==> src/rtl/pipeline_ctrl.sv <==
// Hazard and stall controller for a five-stage in-order pipeline.
// Resolves memory waits, taken branches and load-use hazards, and keeps stall/flush performance counters.
module pipeline_ctrl #(
  parameter int unsigned MEM_TIMEOUT = 16,
  parameter int unsigned CNT_W       = 32
) (
  input  logic             clk,
  input  logic             rst,
  input  logic [4:0]       IF_ID_rs1,
  input  logic [4:0]       IF_ID_rs2,
  input  logic             IF_ID_use_rs1,
  input  logic             IF_ID_use_rs2,
  input  logic [4:0]       ID_EX_rd,
  input  logic             ID_EX_mem_read,
  input  logic             branch_taken,
  input  logic             EX_MEM_mem_req,
  input  logic             mem_ready,
  input  logic             halt_clear,
  output logic             pc_stall,
  output logic             IF_ID_stall,
  output logic             ID_EX_stall,
  output logic             EX_MEM_stall,
  output logic             IF_ID_flush,
  output logic             ID_EX_flush,
  output logic             MEM_WB_flush,
  output logic             halted,
  output logic [CNT_W-1:0] stall_cycles,
  output logic [CNT_W-1:0] flush_events,
  output logic [1:0]       state_o
);

  typedef enum logic [1:0] {
    ST_RUN      = 2'b00,
    ST_MEM_WAIT = 2'b01,
    ST_HALT     = 2'b10
  } state_t;

  localparam int unsigned WAIT_W = (MEM_TIMEOUT < 2) ? 1 : $clog2(MEM_TIMEOUT + 1);
  // Value of the wait counter on the busy cycle that completes the timeout.
  localparam logic [WAIT_W-1:0] WAIT_LAST = WAIT_W'(MEM_TIMEOUT - 1);

  state_t            state_q, state_d;
  logic [WAIT_W-1:0] wait_q, wait_d;
  logic [CNT_W-1:0]  stall_cnt_q, stall_cnt_d;
  logic [CNT_W-1:0]  flush_cnt_q, flush_cnt_d;

  logic mem_busy;
  logic rs1_hit;
  logic rs2_hit;
  logic load_use;

  assign mem_busy = EX_MEM_mem_req && !mem_ready;
  assign rs1_hit  = IF_ID_use_rs1 && (ID_EX_rd == IF_ID_rs1);
  assign rs2_hit  = IF_ID_use_rs2 && (ID_EX_rd == IF_ID_rs2);
  assign load_use = ID_EX_mem_read && (ID_EX_rd != 5'd0) && (rs1_hit || rs2_hit);

  always_comb begin
    state_d      = state_q;
    wait_d       = wait_q;
    pc_stall     = 1'b0;
    IF_ID_stall  = 1'b0;
    ID_EX_stall  = 1'b0;
    EX_MEM_stall = 1'b0;
    IF_ID_flush  = 1'b0;
    ID_EX_flush  = 1'b0;
    MEM_WB_flush = 1'b0;

    if (state_q == ST_HALT) begin
      pc_stall     = 1'b1;
      IF_ID_stall  = 1'b1;
      ID_EX_stall  = 1'b1;
      EX_MEM_stall = 1'b1;
      MEM_WB_flush = 1'b1;
      wait_d       = '0;
      if (halt_clear) begin
        state_d = ST_RUN;
      end
    end else if (mem_busy) begin
      // Freeze everything up to MEM and drain a bubble into WB while memory is busy.
      pc_stall     = 1'b1;
      IF_ID_stall  = 1'b1;
      ID_EX_stall  = 1'b1;
      EX_MEM_stall = 1'b1;
      MEM_WB_flush = 1'b1;
      if (state_q == ST_MEM_WAIT) begin
        wait_d  = wait_q + WAIT_W'(1);
        state_d = (wait_q == WAIT_LAST) ? ST_HALT : ST_MEM_WAIT;
      end else begin
        wait_d  = '0;
        state_d = ST_MEM_WAIT;
      end
    end else begin
      state_d = ST_RUN;
      wait_d  = '0;
      if (branch_taken) begin
        IF_ID_flush = 1'b1;
        ID_EX_flush = 1'b1;
      end else if (load_use) begin
        pc_stall    = 1'b1;
        IF_ID_stall = 1'b1;
        ID_EX_flush = 1'b1;
      end
    end
  end

  always_comb begin
    stall_cnt_d = stall_cnt_q;
    flush_cnt_d = flush_cnt_q;
    if (pc_stall) begin
      stall_cnt_d = stall_cnt_q + CNT_W'(1);
    end
    if (IF_ID_flush || ID_EX_flush) begin
      flush_cnt_d = flush_cnt_q + CNT_W'(1);
    end
  end

  always_ff @(posedge clk or posedge rst) begin
    if (rst) begin
      state_q     <= ST_RUN;
      wait_q      <= '0;
      stall_cnt_q <= '0;
      flush_cnt_q <= '0;
    end else begin
      state_q     <= state_d;
      wait_q      <= wait_d;
      stall_cnt_q <= stall_cnt_d;
      flush_cnt_q <= flush_cnt_d;
    end
  end

  assign halted       = (state_q == ST_HALT);
  assign state_o      = state_q;
  assign stall_cycles = stall_cnt_q;
  assign flush_events = flush_cnt_q;

endmodule
==> config.mk <==
export PLATFORM = sky130hd
export DESIGN_NAME = pipeline_ctrl
export DESIGN_NICKNAME = d
export VERILOG_FILES = /design/src/rtl/pipeline_ctrl.sv
export SDC_FILE = /design/constraint.sdc
export NUM_CORES = 1
export LEC_CHECK = 0
export ABC_AREA = 1
export CAP_MARGIN = 20
export CORE_UTILIZATION = 30
export CTS_BUF_LIST = sky130_fd_sc_hd__clkbuf_4 sky130_fd_sc_hd__clkbuf_8
export CTS_CLUSTER_DIAMETER = 40
export CTS_CLUSTER_SIZE = 10
export DETAILED_ROUTE_END_ITERATION = 10
export PLACE_DENSITY_LB_ADDON = 0.1
export SYNTH_ARGS = -nofsm -noshare
export SYNTH_HDL_FRONTEND = slang
export SYNTH_SLANG_ARGS = --single-unit
==> constraint.sdc <==
create_clock -name clk -period 4.33 [get_ports clk]
set_clock_uncertainty 0.1 [all_clocks]
set_input_delay 1.299 -clock clk [delete_from_list [all_inputs] [get_ports clk]]
set_output_delay 1.299 -clock clk [all_outputs]
set_load 0.02 [all_outputs]
======== Yosys cells after proc, flatten, opt, wreduce, memory -nomap -nowiden ========
Cells that the tools add are included.
word-level totals
  register bits after elaboration ......... 71
  input bits .............................. 24
  output and inout bits ................... 74
  logic and storage cells ................. 42
operators by class
  $add $sub $neg .......................... 3
  equality and inequality tests ........... 6
  mux-type cells .......................... 20
  reductions and logical operators ........ 9
operators by type and width
  operator                                                                number
  32-bit by 1-bit adder with 32-bit output (second input constant)        2
  5-bit 2-to-1 mux                                                        3
  1-bit 2-to-1 mux                                                        12
  5-bit equality test                                                     2
  2-bit 2-to-1 mux                                                        5
  5-bit by 1-bit adder with 5-bit output (second input constant)          1
  5-bit by 4-bit equality test with 1-bit output (second input constant)  1
  1-bit logical AND                                                       5
  5-bit nonzero test                                                      1
  2-bit by 1-bit equality test with 1-bit output (second input constant)  1
  2-bit equality test (second input constant)                             1
  1-bit logical OR                                                        2
  2-bit != test (second input constant)                                   1
  1-bit zero test                                                         1

======== Longest topological paths before layout ========
  depth in word-level cells ............... 9
  mapped depth ............................ 12
  gate-level depth less buffers ........... 11

======== Worst setup path after synthesis ========
Ideal clock, no wire load.
  path kind ............................... input to output
  start ................................... input port EX_MEM_mem_req
  end ..................................... output port pc_stall
  data arrival time ....................... 2.429 ns
  data required time ...................... 2.931 ns
  setup slack ............................. 0.502 ns
  stages on the path ...................... 10
  buffers on the path ..................... 2
  path through ............................ inv_1 nor2_1 inv_1 nand2_2 inv_2 nand2_4 nand2_4 buf_6 inv_1 buf_4
on the way
  longest elaborated chain between the ends .. 3
ends and longest elaborated chain
  what                           line  source
  start, declared                16    input logic EX_MEM_mem_req,
  1-bit logical AND              52    assign mem_busy = EX_MEM_mem_req && !mem_ready;
  1-bit 2-to-1 mux (2 in a row)  --
  end, declared                  19    output logic pc_stall,
No other way between the ends.

======== Final worst setup path ========
  start ................................... input port EX_MEM_mem_req
  end ..................................... output port EX_MEM_stall
on the way
  longest elaborated chain between the ends .. 3
ends and longest elaborated chain
  what               line  source
  1-bit logical AND  52
  1-bit 2-to-1 mux   78    end else if (mem_busy) begin
  1-bit 2-to-1 mux   68    if (state_q == ST_HALT) begin
  end, declared      22    output logic EX_MEM_stall,
No other way between the ends.

==> metrics.md <==
| Metric | Value |
|---|---|
| Post-CTS Setup Bufs | 0 |
| Comb power frac | 20.0% |
| Critical Path Sink Type | primary output |
| Core area | between 15000 and 20000 um2 |
| Avg Synthesized Cell Area | about 6.6 um2 |
| Largest net degree at the start of global routing | 38 |
| Clock sinks | between 70 and 80 |
| Post-Syn Area | 5020 um2 |
| Sequential share of the synthesized area | ~35% |
| DP Worst Slack | -245 ps |
| Via count | ~5000 |
| Switch share | between 30 and 40% |
| Asr flop ratio synth | 100% |
| First-pass GRT wire length | around 25000 um |
| Layout cells sized above 1 | under 10% |
| Layout Cells excl Fill | about 1100 |
| Placed instance count | approximately 1100 |
| YS warnings | 0 |
| Cell count after synthesis | between 700 and 800 |
| Buf/Inv on CP | 5 |
| Die width | about 130 um |
| Final net count | roughly 890 |
| CP cell instances | clkdlybuf4s50_1 -> inv_1 -> nor2_1 -> inv_1 -> nand2_2 -> buf_4 -> clkdlybuf4s50_1 |
| Sw power | 0.000558 W |
| Layout area overhead | 27.3% |
| Flops & latches, synth | 71 |
| Worst setup margin | 150 ps |
| Vias in the first global route | roughly 4900 |
| Most frequent cells after synthesis | nand2_1 (329), nor2_1 (95), nand3_1 (82), dfrtp_1 (71), inv_1 (56) |
| Top area cells in the synthesized netlist | dfrtp_1 (35%), nand2_1 (25%), nand3_1 (8.2%) |
| Fmax | roughly 240 MHz |
| Routed wire length | around 15000 um |
| Clock buffer depth | 2 |
| Crit-path max FO | 3 |
| Post-synth top area share | between 30% and 40% |
| Startpoint Class | primary input |
| Die Span Y | about 130 um |
| Power per cell area | about 270 nW/um2 |
| Antenna violations before repair | 0 |
| Slowest stage cell, crit path | clkdlybuf4s50_1 |
| DRT antenna net count | 0 |
| Die area | ~17000 um2 |
| Clk root buf | clkbuf_8 |
| Site Rows | 46 |
| Final setup fails | 0 |
| Inserted Clock Buffers | 9 |
| H-tree Lvls | 3 |
| DR vias/cell | between 4 and 5 |
| First-pass DRT Iterations | 7 |
| Detailed-route DRC error count | 0 |
| Worst slew pin tran | ~820 ps |
| GRT Resource Usage Total | roughly 18% |
| Clock share of power | 36.3% |
| Initial drt markers | around 200 |
| Total grt overflow | 0 |
| Syn Nets | just under 800 |
| Critical path type | in2out |
| CTS clk-pin slew, worst paths | around 90 ps |
| Worst slew margin | a little under half |
| IO Count | 98 |
| Unrepaired setup endpoints after global routing | false |
| Worst hold path type | reg2reg |
| Power Internal | 0.00117 W |
| Register share of total power | between 40 and 50% |
| CTS tree | done |
| Outcome | complete, no violations |
| Synth Flop Type | dfrtp_1 |
| Most numerous cell in the Yosys netlist | nand2_1 |
| Final min period | ~4200 ps |
| Fin Setup TNS | 0 ps |
| Yosys top cell by area | dfrtp_1 |
| DR WL/cell | 13.5 um |
| Final Hold Vio Count | 0 |
| Maxcap violations | 0 |
| CP max stage delay | ~600 ps |
| Starting Density | approximately 31% |
| Worst skew pair latency | 380 ps |
| Final cycle utilization of the critical path | between 90% and 100% |
| DP HPWL | 10900 um |
| Synth unique cells | 25 |
| Placer Congestion | roughly 0.9 |
| Max-slew violations | 0 |
| Top delay family on crit path | buffers and inverters |
| Post-synth EDFFs | 0 |
| CTS Hold Buffers Added | 0 |
| Worst vdd ir | between 0.0001 and 0.00015 V |
| # diodes | 0 |
| Lkg Pwr | slightly above 3 nW |
| WP data arrival | 2780 ps |
| Worst Path Required | between 2000 and 3000 ps |
| Input/output buffers | slightly below 100 |
-- cell usage in the layout, fill, tap and decap left out, types with 2 or more instances in the layout --
cell type	synthesis	routed
clkdlybuf4s50_1	0	93
buf_4	9	11
nand3_1	82	82
nor2_1	95	95
xnor2_1	7	7
nand2_1	329	329
nor2_2	8	8
nand3b_1	20	20
nand2_2	7	7
nor3_2	3	3
nor2_4	2	2
dfrtp_1	71	71
nand3_2	2	2
inv_6	0	3
nand4_1	12	12
ha_1	4	4
bufinv_16	0	2
nand2_4	4	4
inv_1	56	55
clkbuf_8	0	9
xor2_1	24	24
inv_2	9	10
clkbuf_2	0	2
-- metal layers --
layer	global-route usage, %	vias up	part of all wire [%]
met2	31.9	99	51
met4	6.01	0	2.1
met5	0	-	0
met3	4.21	27	4.2
li1	-	2570	-
met1	20.6	2352	43
-- path summary, 6_finish.rpt --
path | slack (ps) | depth (start not counted) | to | start
worst min register to register | 370 | 1 | wait_q[0] | wait_q[0]
max in group asynchronous | 2150 | 3 | stall_cycles[29] | rst
min in group asynchronous | 1290 | 2 | state_o[1] | rst
worst min-delay path | 370 | 1 | wait_q[0] | wait_q[0]
worst max-delay path | 150 | 7 | EX_MEM_stall | EX_MEM_mem_req
worst max register to register | 2350 | 8 | stall_cycles[16] | stall_cycles[0]
-- flip-flops by register name, summed over array words and instances, names as in the netlist --
register      cells
state_o           2
stall_cycles     32
wait_q            5
flush_events     32
-- cells by family (layout without fill, tap and decap cells) --
| logic type | Yosys count | in the layout | share of synthesized area, % |
|---|---|---|---|
| simple gates | 567 | 567 | 49.2 |
| buf+inv | 87 | 190 | 8.63 |
| flops | 71 | 71 | 35.4 |
| xor+xnor | 31 | 31 | 5.41 |
| fa+ha+maj | 4 | 4 | 0.998 |
| compound gates | 3 | 3 | 0.324 |
-- power groups by stage --
| stage | combinational (W) | clock [W] | sequential (W) |
|---|---|---|---|
| final | 0.000345 | 0.000628 | 0.000755 |
| after global placement | 0.000349 | 0 | 0.000766 |
| after global routing | 0.000380 | 0.000687 | 0.000765 |
| after floorplan | 0.000170 | 0 | 0.000799 |
| after detailed placement | 0.000354 | 0 | 0.000768 |
| after CTS | 0.000352 | 0.000659 | 0.000756 |
-- through the flow --
stage	utilization (%)	power [W]	instance area [um2]	hold slack [ps]
2_1_floorplan	-	0.000969	5020	333
3_3_place_gp	38.3	0.00111	6170	346
3_5_place_dp	38.3	0.00112	6170	356
4_1_cts	39.7	0.00177	6390	370
5_1_grt	39.6	0.00183	6390	389
6_report	39.6	0.00173	6390	365
-- cell type report --
type                    instances  area [um2]
well taps                     216         270
repair buffers                109        1060
inverters                      65         244
flip-flops and latches         71        1780
fillers                      1759        9730
multi-input cells             605        2810
clock buffers                   9         124
clock inverters                 7         103
-- what timing repair did --
action	CTS	global route
pin swaps	0	0
gates cloned	0	0
resized for setup	4	6
endpoints found under the setup margin	4	3
No activity file was read; power rests on OpenSTA's default activity.
